**src/rtl/decoder_scan_ctrl.sv**
```systemverilog
// Round-robin scan controller for a 2-to-4 decoder: walks the enabled channels,
// one DIV-cycle slot each, with a BLANK-cycle enable gap at the start of every slot.
module decoder_scan_ctrl #(
  parameter int unsigned DIV   = 1000,
  parameter int unsigned BLANK = 4
) (
  input  logic       clk,
  input  logic       rst_n,
  input  logic       run,
  input  logic [3:0] mask,
  output logic [1:0] sel,
  output logic       en,
  output logic       slot_start,
  output logic       frame_done
);

  localparam int unsigned CW = $clog2(DIV);

  typedef enum logic [1:0] {
    IDLE = 2'd0,
    BLK  = 2'd1,
    ON   = 2'd2
  } state_t;

  state_t        state, state_d;
  logic [CW-1:0] cnt, cnt_d;
  logic [1:0]    sel_d;
  logic          en_d, slot_start_d, frame_done_d;
  logic [1:0]    nxt;

  // First enabled channel searching s, s+1, s+2, s+3 (mod 4).
  function automatic logic [1:0] first_ch(input logic [3:0] m, input logic [1:0] s);
    logic [1:0] c;
    first_ch = s;
    for (int k = 3; k >= 0; k--) begin
      c = s + 2'(k);
      if (m[c]) first_ch = c;
    end
  endfunction

  // First enabled channel searching s+1, s+2, s+3, s (mod 4).
  function automatic logic [1:0] next_ch(input logic [3:0] m, input logic [1:0] s);
    logic [1:0] c;
    next_ch = s;
    for (int k = 4; k >= 1; k--) begin
      c = s + 2'(k);
      if (m[c]) next_ch = c;
    end
  endfunction

  always_ff @(posedge clk or negedge rst_n) begin
    if (!rst_n) begin
      state      <= IDLE;
      cnt        <= '0;
      sel        <= 2'd0;
      en         <= 1'b0;
      slot_start <= 1'b0;
      frame_done <= 1'b0;
    end else begin
      state      <= state_d;
      cnt        <= cnt_d;
      sel        <= sel_d;
      en         <= en_d;
      slot_start <= slot_start_d;
      frame_done <= frame_done_d;
    end
  end

  always_comb begin
    state_d      = state;
    cnt_d        = cnt;
    sel_d        = sel;
    slot_start_d = 1'b0;
    frame_done_d = 1'b0;
    nxt          = next_ch(mask, sel);

    if (!run) begin
      // Dropping run always wins, even over an end of slot.
      state_d = IDLE;
      cnt_d   = '0;
    end else begin
      unique case (state)
        IDLE: begin
          if (mask != 4'd0) begin
            sel_d        = first_ch(mask, sel);
            cnt_d        = '0;
            state_d      = (BLANK == 0) ? ON : BLK;
            slot_start_d = 1'b1;
          end
        end
        BLK, ON: begin
          if (cnt == CW'(DIV - 1)) begin
            cnt_d = '0;
            if (mask == 4'd0) begin
              state_d = IDLE;
            end else begin
              sel_d        = nxt;
              state_d      = (BLANK == 0) ? ON : BLK;
              slot_start_d = 1'b1;
              frame_done_d = (nxt <= sel);
            end
          end else begin
            cnt_d = cnt + CW'(1);
            if (state == BLK && BLANK > 0 && cnt == CW'(BLANK - 1)) state_d = ON;
          end
        end
        default: begin
          state_d = IDLE;
          cnt_d   = '0;
        end
      endcase
    end

    en_d = (state_d == ON);
  end

endmodule

```
**config.mk**
```make
export PLATFORM = sky130hd
export DESIGN_NAME = decoder_scan_ctrl
export DESIGN_NICKNAME = d
export VERILOG_FILES = /design/src/rtl/decoder_scan_ctrl.sv
export SDC_FILE = /design/constraint.sdc
export NUM_CORES = 1
export LEC_CHECK = 0
export CORE_UTILIZATION = 50
export CTS_CLUSTER_SIZE = 40
export DETAILED_ROUTE_END_ITERATION = 7
export GPL_TIMING_DRIVEN = 0
export PLACE_DENSITY = 0.72
export SYNTH_ARGS = -nofsm -noshare
export SYNTH_HDL_FRONTEND = slang
export SYNTH_SLANG_ARGS = --single-unit
```
**constraint.sdc**
```tcl
create_clock -name clk -period 4.28 [get_ports clk]
set_input_delay 1.284 -clock clk [delete_from_list [all_inputs] [get_ports clk]]
set_output_delay 1.284 -clock clk [all_outputs]
set_load 0.01 [all_outputs]
```
* After elaboration in Yosys (flattened, before gate mapping) *
Cells that the tools add are included.

word-level totals
  flip-flop bits (word level) = 17
  input port bits = 7
  output and inout bits = 5
  word-level logic and storage cells = 67

operators by class
  $add $sub $neg = 4
  order comparisons = 5
  eq/ne operators = 10
  mux-type cells = 35
  reduce and logical (&&, ||, !) cells = 7

operators with widths
  cell                                                                   count
  10-bit two-way mux                                                     3
  2-bit two-way mux                                                      11
  10-bit case mux with 2 select lines                                    1
  1-bit two-way mux                                                      13
  2-bit by 3-bit < comparator with 1-bit output (second input constant)  4
  10-bit by 1-bit adder with 10-bit output (second input constant)       1
  10-bit == test (second input constant)                                 1
  10-bit by 2-bit == test with 1-bit output (second input constant)      1
  1-bit binary-select mux with 2-bit select                              4
  2-bit != test (second input constant)                                  4
  2-bit case mux with 2 select lines                                     2
  6-bit AND reduction                                                    1
  2-bit adder (second input constant)                                    2
  2-bit == test (second input constant)                                  2
  4-bit logical NOT                                                      1
  4-bit nonzero test                                                     1
  3-bit != test (second input constant)                                  1
  2-bit by 1-bit adder with 2-bit output (second input constant)         1
  2-bit by 1-bit == test with 1-bit output (second input constant)       1
  2-bit <= comparator                                                    1
  2-bit logical NOT                                                      1
  1-bit case mux with 2 select lines                                     1
  2-bit nonzero test                                                     1
  2-bit OR reduction                                                     1
  1-bit logical AND                                                      1

* Longest topological paths before layout *
  depth in word-level cells = 11
  mapped depth = 9
  depth with buffers taken out = 8

* Worst setup path before layout *
No wires, ideal clock.

  kind = input to register
  from = input mask[1]
  to = register sel[1]
  setup time = 0.125 ns
  arrival time = 2.444 ns
  required time = 4.155 ns
  path slack = 1.710 ns
  stages = 4
  path buffers = 0
  cells stage by stage = or4_4 > a41oi_2 > nand3b_2 > mux2_4

on the way
  longest elaborated chain between the ends = 8
  elaborated cells on any way between the ends = 22
  those cells by class = 3 x eq/ne; 16 x mux; 3 x reduce/logical

RTL lines
  what                                         RTL line  text
  start, declared                              10        input logic [3:0] mask,
  1-bit binary-select mux with 2-bit select    37, 47
  1-bit two-way mux (not written as such)      37, 47
  2-bit two-way mux                            47        if (m[c]) next_ch = c;
  2-bit two-way mux                            37        if (m[c]) first_ch = c;
  2-bit two-way mux                            47
  2-bit two-way mux, on equally long branches  94, 37
  2-bit two-way mux, on equally long branches  92, 84
  2-bit case mux with 2 select lines           82        unique case (state)
  end signal, assigned                         62        sel <= sel_d;
  end, declared                                11        output logic [1:0] sel,

Parallel ways exist; a longest one is shown, timed or not. The select of a mux whose other input is x is not followed.
A chain may end at the register's enable or synchronous reset.

* Worst setup path after layout *
  from = input mask[3]
  to = register frame_done

on the way
  longest elaborated chain between the ends = 10
  elaborated cells on any way between the ends = 15
  those cells by class = 1 x order compare; 13 x mux; 1 x reduce/logical

RTL lines
  what                                       RTL line  text
  1-bit binary-select mux with 2-bit select  47
  1-bit two-way mux (not written as such)    47
  2-bit two-way mux                          47
  2-bit two-way mux                          n/a
  2-bit two-way mux (*)                      47
  named net nxt[1]                           29        logic [1:0] nxt;
  2-bit <= comparator (*)                    100       frame_done_d = (nxt <= sel);
  1-bit two-way mux (*)                      94        if (mask == 4'd0) begin
  1-bit two-way mux (*)                      92        if (cnt == CW'(DIV - 1)) begin
  1-bit two-way mux (*)                      82
  1-bit two-way mux (*)                      77        if (!run) begin
  named net frame_done_d                     28        logic en_d, slot_start_d, frame_done_d;
  end signal, assigned                       65        frame_done <= frame_done_d;
  end, declared                              14        output logic frame_done

Mark *: on every way through the listed nets, which the timed path passes. The rest lies on a longest branch. The select of a mux whose other input is x is not followed.

==> results.txt <==
----------------------------------------------------
[Critical path]
  Register-to-register setup slack ... 2.23 ns
  Type of destination of the critical path ... flip-flop
  Largest fanout of any net on the critical path ... 7
  Worst EP arrival ... 3.12 ns
  Most frequent CP cell ... a21oi_1
  Critical Path RT ... 4.48 ns
  Launching point of the worst reg2reg path ... state[1]
  Cell count along the critical path ... 7
  Longest individual stage delay on the worst path ... 0.51 ns
  Timing startpoint of the critical path ... mask[3]
  Crit path cell chain ... clkdlybuf4s50_1 > nor2_1 > a22oi_1 > ha_1 > a21oi_1 > a21oi_1 > nor4_1
  Startpoint types ... primary input
  Worst Reg2Reg Path Length in Cells ... 6
  Capturing element of the worst setup path ... frame_done
  Terminus of the critical flop-to-flop path ... cnt[0]
  Slowest cell on the critical path ... clkdlybuf4s50_1
  Buffer and inverter count on the worst path ... 1
  CP top delay family ... simple AND/OR/NAND/NOR gates
  Worst Path Class, Setup ... in2reg

[Pwr]
  Leakage ... 0.569 nW
  Power density over cell area ... 342 nW/um^2
  Total Power ... 453 uW
  Worst vdd ir ... 0.282 mV
  Cell internal pwr ... 301 uW
  Net Switching ... 153 uW
  Clock share of power ... 19.6%
  Combinational fraction of design power ... 39.2%
  Proportion of power drawn by flip-flops and latches ... 41.2%
  Net switching share of the total power ... 33.7%

[Synthesis]
  Gate count after technology mapping ... 121
  Simple-Gate Fraction of Synth Area ... 24.0%
  Leading area contributor after synthesis ... dfrtp_1
  Most repeated cell in the gate-level netlist after synthesis ... dfrtp_1
  Total standard cell area after synthesis ... 1160 sq um
  Combinational family with the most area after synthesis ... simple AND/OR/NAND/NOR gates
  Post-synth ARST share ... 100%
  Synth top area cells ... dfrtp_1 37%, ha_1 6.5%, nand3_1 3.4%, a31oi_1 3.2%, inv_1 2.6%
  Unique masters post-synth ... 47
  Number of flops mapped to enable cells by yosys ... 0
  Ranking of synthesized cells by instance count ... 17 x dfrtp_1, 8 x inv_1, 8 x nand3_1, 8 x nor2_1
  Number of warning messages in the yosys log ... 0
  Area fraction in compound gates after synthesis ... 20.8%
  Adder-Cell Fraction of Synth Area ... 6.45%
  Primary flip-flop cell chosen by synthesis mapping ... dfrtp_1
  Synthesized netlist net count ... 134
  Proportion of synthesized area in mux cells ... 4.95%
  Post-synthesis average cell area ... 9.62 sq um
  Share of the synthesized area in the top cell type ... 36.6%
  Xor and xnor area share after synthesis ... 2.26%
  Flops & latches, synth ... 17
  Sequential area share after synthesis ... 36.6%

[Route]
  Via total after detailed routing ... 991
  Detail-routed net length per standard cell ... 14.3 microns
  Initial DRT Pass Iterations ... 4
  Antenna Nets Post-Route ... 0
  Post-DR vias/cell ... 6.08
  Post-route DRC violation count ... 0
  Total Wirelength ... 2320 microns
  Violation count after the first detailed-route iteration ... 23

[Placement]
  Placed inst area ... 1300 sq um
  Port buffer count ... 10
  Last weighted congestion value of the routability-driven placer ... 0.850
  Final HPWL from detailed placement ... 1770 microns

[Floorplan]
  Die width ... 50.2 microns
  DIE HEIGHT ... 50.2 microns
  Ports placed on the boundary ... 12
  Effective utilization at floorplan ... 52.6%
  Placeable core region ... 2210 sq um
  Number of rows created at floorplan ... 17
  Total die area ... 2520 sq um

[STA]
  Shortest clock period the worst path allows after layout ... 2.92 ns
  Number of hold violations in the final report ... 0
  Period utilization ... 68.3%
  Final setup viols ... 0
  Worst hold slack across all endpoints ... 0.549 ns
  Max-slew headroom ... 49.4%
  Unrepaired setup endpoints after global routing ... false
  Worst slew pin tran ... 0.756 ns
  Max Fclk ... 0.342 GHz
  Worst-case clock skew ... 0.00752 ns
  Max Transition Viols Final ... 0
  Final TNS setup ... 0 ns

[CTS]
  Number of cells upsized or downsized after cts ... 0
  Clk buf depth ... 2
  Clock slew at reported path FFs ... 0.10 ns
  Number of hold-repair buffers added at the cts stage ... 0
  Total clock buffers created by CTS ... 3
  Sinks on the clock net ... 17
  Cell chosen for the clock root ... clkbuf_4
  Clock tree from TritonCTS ... done
  Post-CTS Setup Repair Bufs ... 0
  Worst-Skew Late Latency ... 0.29 ns
  Number of levels in the clock H-tree ... 1

[Finish]
  Share of layout cells above drive strength 1 ... 12.6%
  Final Util ... 60.0%
  Count of antenna diodes in the layout ... 0
  Area grow syn2layout ... 14.0%
  Final layout net count ... 149
  Summed area of non-filler cells in the final layout ... 1330 sq um

[Global routing]
  Overall routing resource usage ... 21.4%
  Global route overflow ... 0
  Pin count of the biggest net entering global routing ... 18
  Number of antenna violations at the first check in global routing ... 0
  First-pass GRT wire length ... 4170 microns
  Via count of the first global-routing pass ... 946

[Flow run]
  Number of max-capacitance violations reported ... 0

[Min path]
  Min-delay worst type ... reg2reg

[Outcome]
  Run status ... completed

----------------------------------------------------
## per-stage QoR
step           setup slack [ns]  cells
2_1_floorplan              1.71    121
3_3_place_gp               1.08    159
3_5_place_dp               1.05    159
4_1_cts                    1.36    163
5_1_grt                    1.16    163
6_report                   1.36    163
## registers in the layout (all words and copies together), names as in the netlist
| name | flops |
|---|---|
| slot_start | 1 |
| frame_done | 1 |
| state | 2 |
| sel | 2 |
| en | 1 |
| cnt | 10 |
## cell usage in the layout (no fill, tap or decap), types with 2 or more instances in the layout
cell,count
and4_1,2
nand4_1,2
nor3_1,3
nor3b_1,2
clkbuf_4,3
a21oi_1,5
a21boi_0,2
a32o_1,2
a311oi_1,2
nand2_1,4
nor4_1,2
inv_1,8
and3_1,3
o21ai_0,4
a31oi_1,6
buf_2,2
mux2i_1,2
nand2b_1,3
nand3_1,8
dfrtp_1,17
nor2_1,8
clkdlybuf4s50_1,10
ha_1,6
xnor2_1,3
## routing by layer
| layer | GRT usage (%) | wire, microns |
|---|---|---|
| met5 | 0 | 0 |
| met3 | 2.73 | 82 |
| met2 | 32.0 | 1060 |
| met1 | 32.2 | 1150 |
| met4 | 5.71 | 29 |
## worst min-delay path by stage
stage                 from  cells after the start  slack (ns)      to
finish              cnt[0]                      1        0.55  cnt[0]
global route        cnt[0]                      1        0.56  cnt[0]
CTS                 cnt[0]                      1        0.55  cnt[0]
detailed placement  cnt[0]                      1        0.53  cnt[0]
global placement    cnt[0]                      1        0.53  cnt[0]
floorplan           cnt[0]                      1        0.50  cnt[0]
## worst reg2reg max path: stages (launching register included)
cell and delay (ns):
dfrtp_1 0.43, inv_1 0.09, ha_1 0.27, nor3b_2 0.40, nand3_1 0.26, a21boi_1 0.27
a211oi_1 0.25
## power by group through the flow
stage               sequential, mW  clock [mW]  combinational, mW
floorplan                    0.193           0              0.122
global placement             0.190           0              0.176
detailed placement           0.190           0              0.179
CTS                          0.187      0.0919              0.179
global route                 0.189      0.0973              0.204
finish                       0.187      0.0891              0.178
## final cells by class
cell class	instances	area, sq um
Fill cell	189	886
Tap cell	28	35.0
Clock buffer	3	22.5
Clock inverter	1	5.00
Inverter	8	30.0
Timing Repair Buffer	10	100
Multi-Input combinational cell	92	679
Buffer	4	28.8
Sequential cell	17	425
## cell families (layout without fill, tap and decap cells)
| logic type | Yosys count | count (layout) |
|---|---|---|
| AOI/OAI and AO/OA | 33 | 33 |
| adders and majority gates | 6 | 6 |
| buffers and inverters | 12 | 26 |
| xor gates and xnor gates | 3 | 3 |
| and+or+nand+nor | 46 | 46 |
| DFF | 17 | 17 |
| muxes | 4 | 4 |
Power figures use the tool's default switching activity.
